## src/rtl/pcpu_pkg.sv

```systemverilog
// rtl/pcpu_pkg.sv - shared CPU types: branch codes, counter encodings, PC step
package pcpu_pkg;

    typedef enum logic [2:0] {
        BR_NONE = 3'b000,
        BR_EQ   = 3'b001,
        BR_NE   = 3'b010,
        BR_GEZ  = 3'b011,
        BR_GTZ  = 3'b100,
        BR_LEZ  = 3'b101,
        BR_LTZ  = 3'b110
    } br_code_e;

    typedef enum logic [1:0] {
        SNT = 2'b00,
        WNT = 2'b01,
        WT  = 2'b10,
        ST  = 2'b11
    } cnt_e;

    localparam logic [31:0] PC_STEP = 32'd4;

    function automatic logic [31:0] next_seq_pc(input logic [31:0] pc);
        return pc + PC_STEP;
    endfunction

endpackage

```

## src/rtl/sat_counter2.sv

```systemverilog
// rtl/sat_counter2.sv - 2-bit saturating counter next-state function
module sat_counter2
    import pcpu_pkg::*;
(
    input  logic [1:0] cnt_i,
    input  logic       taken_i,
    output logic [1:0] cnt_next_o
);

    always_comb begin
        cnt_next_o = cnt_i;
        if (taken_i) begin
            if (cnt_i != 2'(ST)) cnt_next_o = cnt_i + 2'd1;
        end else begin
            if (cnt_i != 2'(SNT)) cnt_next_o = cnt_i - 2'd1;
        end
    end

endmodule

```

## src/rtl/branch_predictor.sv

```systemverilog
// rtl/branch_predictor.sv - direct-mapped BTB predictor with 2-bit counters
module branch_predictor
    import pcpu_pkg::*;
#(
    parameter int         IDX_W    = 4,
    parameter logic [1:0] CNT_INIT = 2'b01
) (
    input  logic        clk,
    input  logic        reset,
    input  logic [31:0] if_pc,
    output logic        pred_taken,
    output logic [31:0] pred_target,
    input  logic        id_valid,
    input  logic        id_stall,
    input  logic [31:0] id_pc,
    input  logic        id_taken,
    input  logic [31:0] id_target,
    input  logic        id_pred_taken,
    input  logic [31:0] id_pred_target,
    output logic        mispredict,
    output logic [31:0] redirect_pc,
    output logic [31:0] stat_branches,
    output logic [31:0] stat_mispred
);

    localparam int DEPTH = 1 << IDX_W;
    localparam int TAG_W = 32 - IDX_W - 2;

    logic             valid_q  [DEPTH];
    logic [TAG_W-1:0] tag_q    [DEPTH];
    logic [31:0]      target_q [DEPTH];
    logic [1:0]       cnt_q    [DEPTH];

    logic [31:0] stat_branches_q, stat_branches_d;
    logic [31:0] stat_mispred_q, stat_mispred_d;

    logic [IDX_W-1:0] lk_idx, up_idx;
    logic [TAG_W-1:0] lk_tag, up_tag;
    logic             lk_hit, up_hit, upd;
    logic [1:0]       cnt_next;

    logic unused_pc_lsbs;
    assign unused_pc_lsbs = ^{if_pc[1:0], id_pc[1:0]};

    // Lookup reads registered state only, so a same-cycle update is not bypassed.
    assign lk_idx      = if_pc[IDX_W+1:2];
    assign lk_tag      = if_pc[31:IDX_W+2];
    assign lk_hit      = valid_q[lk_idx] && (tag_q[lk_idx] == lk_tag);
    assign pred_taken  = lk_hit && cnt_q[lk_idx][1];
    assign pred_target = pred_taken ? target_q[lk_idx] : next_seq_pc(if_pc);

    assign upd         = id_valid && !id_stall;
    assign mispredict  = upd && ((id_taken != id_pred_taken) ||
                                 (id_taken && (id_pred_target != id_target)));
    assign redirect_pc = id_taken ? id_target : next_seq_pc(id_pc);

    assign up_idx = id_pc[IDX_W+1:2];
    assign up_tag = id_pc[31:IDX_W+2];
    assign up_hit = valid_q[up_idx] && (tag_q[up_idx] == up_tag);

    sat_counter2 u_sat_counter2 (
        .cnt_i      (cnt_q[up_idx]),
        .taken_i    (id_taken),
        .cnt_next_o (cnt_next)
    );

    always_comb begin
        stat_branches_d = stat_branches_q;
        stat_mispred_d  = stat_mispred_q;
        if (upd && (stat_branches_q != 32'hFFFF_FFFF))
            stat_branches_d = stat_branches_q + 32'd1;
        if (mispredict && (stat_mispred_q != 32'hFFFF_FFFF))
            stat_mispred_d = stat_mispred_q + 32'd1;
    end

    always_ff @(posedge clk) begin
        if (reset) begin
            for (int i = 0; i < DEPTH; i++) begin
                valid_q[i]  <= 1'b0;
                tag_q[i]    <= '0;
                target_q[i] <= '0;
                cnt_q[i]    <= CNT_INIT;
            end
            stat_branches_q <= '0;
            stat_mispred_q  <= '0;
        end else begin
            stat_branches_q <= stat_branches_d;
            stat_mispred_q  <= stat_mispred_d;
            if (upd) begin
                if (up_hit) begin
                    cnt_q[up_idx] <= cnt_next;
                    if (id_taken) target_q[up_idx] <= id_target;
                end else if (id_taken) begin
                    // Taken miss evicts whatever occupies the slot.
                    valid_q[up_idx]  <= 1'b1;
                    tag_q[up_idx]    <= up_tag;
                    target_q[up_idx] <= id_target;
                    cnt_q[up_idx]    <= 2'(WT);
                end
            end
        end
    end

    assign stat_branches = stat_branches_q;
    assign stat_mispred  = stat_mispred_q;

endmodule

```

## config.mk

```make
export PLATFORM = sky130hd
export DESIGN_NAME = branch_predictor
export DESIGN_NICKNAME = d
export VERILOG_FILES = /design/src/rtl/pcpu_pkg.sv /design/src/rtl/sat_counter2.sv /design/src/rtl/branch_predictor.sv
export SDC_FILE = /design/constraint.sdc
export NUM_CORES = 2
export LEC_CHECK = 0
export CAP_MARGIN = 20
export CORE_AREA = 2 2 400 402
export DETAILED_ROUTE_END_ITERATION = 10
export DIE_AREA = 0 0 402 404
export GPL_ROUTABILITY_DRIVEN = 0
export PLACE_DENSITY = 0.55
export SLEW_MARGIN = 40
export SYNTH_ARGS = -nofsm -noshare
export SYNTH_HDL_FRONTEND = slang
export SYNTH_SLANG_ARGS = --single-unit
```

## constraint.sdc

```tcl
create_clock -name clk -period 6.6 [get_ports clk]
set_input_delay 0.99 -clock clk [delete_from_list [all_inputs] [get_ports clk]]
set_output_delay 0.99 -clock clk [all_outputs]
set_load 0.005 [all_outputs]
```

==> results summary <==
The run finished with clean final reports. The synthesized netlist net count came out at 4247. The die area is about 0.16 sq mm.

The remaining global-route overflow came out at 0. The first global-routing pass estimated ~300 mm of wire. Between clock sinks in the finished design, the worst skew comes to 0.0863 ns. Fill cells in the final layout number 14600.

The maximum resistive drop on vdd is between 0.0002 and 0.00025 V. CTS placed an instance of sky130_fd_sc_hd__clkbuf_16 at the clock tree root. Yosys attributes the largest share of cell area to sky130_fd_sc_hd__edfxtp_1 52%, sky130_fd_sc_hd__mux4_2 14%, sky130_fd_sc_hd__and2_1 6.1%. Compared with the post-synthesis result, the final layout area differs by 17.1%. The number of antenna violations at the first check in global routing is 22.

The final max-slew violation count came out at 0. The horizontal extent of the die came out at 402 um. 264 I/O pins were placed. The die is 404 um tall. The net count of the finished layout is ~4400. The share of flip-flops with an asynchronous set or reset after synthesis is 0. Setup violations remaining at the end of the flow were counted as 0.

The final layout contains routed wiring with a total length of 217 mm. The overall global routing resource usage came out at 0.262. The clock transition at the registers of the reported paths came out at 0.06 ns. The starting density of the core came out at 0.348. The leakage dissipation is 23.7 nW. The class of the tightest hold or removal check is reg2reg.

The total design power is around 0.016 W. The clock net sink count came out at around 1000. The count of cells along the worst register-to-register path is 11. The top cell type by total area after synthesis is sky130_fd_sc_hd__edfxtp_1. The number of flops mapped to enable cells by yosys came out at 960. The clock period could shrink to 6.47 ns. The slew of the pin with the lowest slew margin is 1.02 ns. The number of detailed-routing iterations run before antenna repair is 6. The number of CTS-inserted buffers is 117. TritonCTS built the clock tree.

The post-detailed-route count of antenna-violating nets came out at 0. The tool flagged a number of max-cap violations equal to 0. Along the worst path, the maximum fanout reaches 53. The average via count per standard cell came out at 6.00. For the final routed database, the setup TNS stands at 0 ns.

During synthesis, Yosys emitted a total of 0 warnings. The number of port buffers is 263. The floorplan core area is 0.158 sq mm.

Counting instances in the post-synthesis netlist gives the leading cell types as 960 x sky130_fd_sc_hd__edfxtp_1, 535 x sky130_fd_sc_hd__and2_1, 448 x sky130_fd_sc_hd__and3_1, 342 x sky130_fd_sc_hd__mux4_2, 319 x sky130_fd_sc_hd__clkbuf_1. For this run, design rule violations remaining after detail routing come to 0. The fraction of the yosys area taken by sequential cells came out at 0.553.

The required time of the critical path is ~5.6 ns. The H-tree was split into 3 levels. The count of cells resized by post-cts repair is 0.

The number of global-route vias before repair is 37800. The cell area after technology mapping is around 0.055 sq mm. Setup repair after global routing left no endpoint under its margin.

The startpoint identified for the worst register-to-register timing path is tag_q[1][3]$_SDFFCE_PN0P_. The routed via count came out at around 39000. The worst setup path is captured at a primary output. The part of the cycle the worst path needs came out at 0.980.

After clock tree synthesis, the setup repair step added 0 buffers. In the post-synthesis netlist, the cell with the most instances is sky130_fd_sc_hd__edfxtp_1. For this run, the leading register cell type out of synthesis is sky130_fd_sc_hd__edfxtp_1. The number of distinct library cells after synthesis came out at just over 70. The number of core rows came out at 146. The top cell type's share of synthesized area came out at 0.524.

The maximum buffer depth of the clock tree is 3. The internal reg-to-reg setup slack came out at between 2 and 2.5 ns. The startpoint kind of the worst setup timing path is an input port.

The worst register-to-register path ends at tag_q[5][13]$_SDFFCE_PN0P_. In this run the mean area of a mapped cell was roughly 13 sq um. In this run, post-CTS hold repair placed 0 buffers.

The flip-flop and latch count after synthesis came out at 1040. The post-detailed-route wirelength per cell is roughly 33 um. Entering global routing, the biggest net connects between 200 and 300 pins. The clock latency of the later-clocked register in the worst-skew pair came out at 0.79 ns. The maximum achievable frequency came out at between 150 and 200 MHz. In this run the tightest slew margin relative to its limit is 0.310. The worst hold path stage count came out at 1. Data arrives at the worst endpoint at 5.48 ns. The setup path with the least slack is of type in2out. On the final layout, the worst hold slack is approximately 0.49 ns. The launch point of the worst hold path is valid_q[2]$_DFF_P_. The detailed-placement wirelength estimate is around 140 mm. The power density over the cells is 250 mW/mm^2. The number of instances in the synthesized netlist is 4106.

The final hold violation count came to 0. In the final layout, the share of cells above drive strength 1 is 0.198. The iteration-0 DRC count of the detailed router came out at 5566. For hold timing, the worst endpoint is valid_q[2]$_DFF_P_.
per-stage QoR:
| stage | std cells | area, sq um | util | worst slack (ns) |
|---|---|---|---|---|
| finish | 6472 | 64400 | 0.408 | 0.132 |
| global route | 6466 | 64400 | 0.408 | 0.126 |
| CTS | 6465 | 64400 | 0.408 | 0.233 |
| detailed placement | 6249 | 60600 | 0.384 | 0.236 |
| global placement | 6246 | 60500 | 0.383 | 0.264 |
| floorplan | 4106 | 55000 | - | 1.24 |
registers in the layout, indices dropped and copies added (netlist names):
name,flops
cnt_q,32
stat_branches,32
stat_mispred,32
tag_q,416
target_q,512
valid_q,16
worst max-delay path: stages:
cell                              delay [ns]
sky130_fd_sc_hd__buf_8                  0.40
sky130_fd_sc_hd__buf_4                  0.36
sky130_fd_sc_hd__mux4_2                 0.53
sky130_fd_sc_hd__mux2i_1                0.52
sky130_fd_sc_hd__o21ai_0                0.18
sky130_fd_sc_hd__a211o_1                0.30
sky130_fd_sc_hd__o21ai_0                0.20
sky130_fd_sc_hd__nand4_1                0.16
sky130_fd_sc_hd__or4_2                  0.64
sky130_fd_sc_hd__buf_12                 0.24
sky130_fd_sc_hd__mux2_4                 0.35
sky130_fd_sc_hd__clkdlybuf4s50_1        0.47
area by class of cell:
| class | count | area, sq um | share of cell area |
|---|---|---|---|
| inverters | 62 | 235 | 0.00365 |
| repair buffers | 480 | 4630 | 0.0719 |
| well taps | 2072 | 2590 | 0.0403 |
| flip-flops and latches | 1040 | 30400 | 0.473 |
| diodes | 6 | 15.0 | 0.000233 |
| clock buffers | 149 | 3080 | 0.0478 |
| clock inverters | 67 | 688 | 0.0107 |
| multi-input cells | 2596 | 22700 | 0.353 |
layer usage:
metal / vias up / GRT usage / wire [um]
met4: 12 / 0.114 / 9770
met1: 20000 / 0.353 / 86000
met3: 434 / 0.0680 / 24200
met5: - / 0 / 72
met2: 2496 / 0.399 / 96700
li1: 15900 / - / -
worst max-delay path by stage:
stage                                          to  slack, ns  depth (start not counted)  startpoint
global route                      pred_target[27]       0.13                         12    if_pc[3]
CTS                               pred_target[27]       0.23                         12    if_pc[3]
floorplan           target_q[11][0]$_SDFFCE_PN0P_       1.24                          8    id_pc[5]
finish                            pred_target[27]       0.13                         12    if_pc[3]
global placement                  pred_target[27]       0.26                         12    if_pc[3]
detailed placement                pred_target[27]       0.24                         12    if_pc[3]
cells by family after synthesis:
kind of cell / share of synthesized area
and+or+nand+nor: 0.161
DFF: 0.553
muxes: 0.179
buffers and inverters: 0.0362
AOI/OAI and AO/OA: 0.0409
xor gates and xnor gates: 0.0277
adders and majority gates: 0.00159
placed cells by master, fill, tap and decap left out, types with 11 or more instances in the layout:
cell / netlist / layout
sky130_fd_sc_hd__buf_4: 12 / 186
sky130_fd_sc_hd__a22oi_1: 30 / 30
sky130_fd_sc_hd__xor2_1: 81 / 81
sky130_fd_sc_hd__clkinv_2: 0 / 18
sky130_fd_sc_hd__mux2_2: 43 / 43
sky130_fd_sc_hd__inv_2: 1 / 11
sky130_fd_sc_hd__mux4_2: 342 / 342
sky130_fd_sc_hd__nand4_1: 38 / 38
sky130_fd_sc_hd__nand2_1: 161 / 161
sky130_fd_sc_hd__a31oi_1: 13 / 13
sky130_fd_sc_hd__clkdlybuf4s50_1: 0 / 249
sky130_fd_sc_hd__clkbuf_1: 319 / 29
sky130_fd_sc_hd__nor2_1: 139 / 135
sky130_fd_sc_hd__or3_1: 18 / 18
sky130_fd_sc_hd__a21oi_1: 44 / 44
sky130_fd_sc_hd__clkinv_1: 0 / 31
sky130_fd_sc_hd__nor4_1: 22 / 22
sky130_fd_sc_hd__clkbuf_16: 0 / 117
sky130_fd_sc_hd__nor2b_1: 11 / 11
sky130_fd_sc_hd__dfxtp_1: 80 / 80
sky130_fd_sc_hd__and2_1: 535 / 535
sky130_fd_sc_hd__inv_1: 61 / 50
sky130_fd_sc_hd__o2111ai_1: 14 / 14
sky130_fd_sc_hd__nand3_1: 60 / 60
sky130_fd_sc_hd__o21ai_0: 77 / 73
sky130_fd_sc_hd__o22ai_1: 33 / 33
sky130_fd_sc_hd__buf_12: 0 / 27
sky130_fd_sc_hd__and3_1: 448 / 442
sky130_fd_sc_hd__xnor2_1: 93 / 93
sky130_fd_sc_hd__mux2i_1: 121 / 121
sky130_fd_sc_hd__o31ai_1: 14 / 14
sky130_fd_sc_hd__edfxtp_1: 960 / 960
sky130_fd_sc_hd__mux2_4: 29 / 29
sky130_fd_sc_hd__nor3_1: 40 / 34
sky130_fd_sc_hd__a21o_1: 18 / 18
sky130_fd_sc_hd__or2_2: 27 / 27
report_power, final:
group	internal [W]	leakage [nW]	switching, W
sequential	0.00750	9.74	0.000135
combinational	0.000784	12.2	0.00120
clock	0.00365	1.82	0.00283
total	0.0119	23.7	0.00417
No activity file was read; power rests on OpenSTA's default activity.
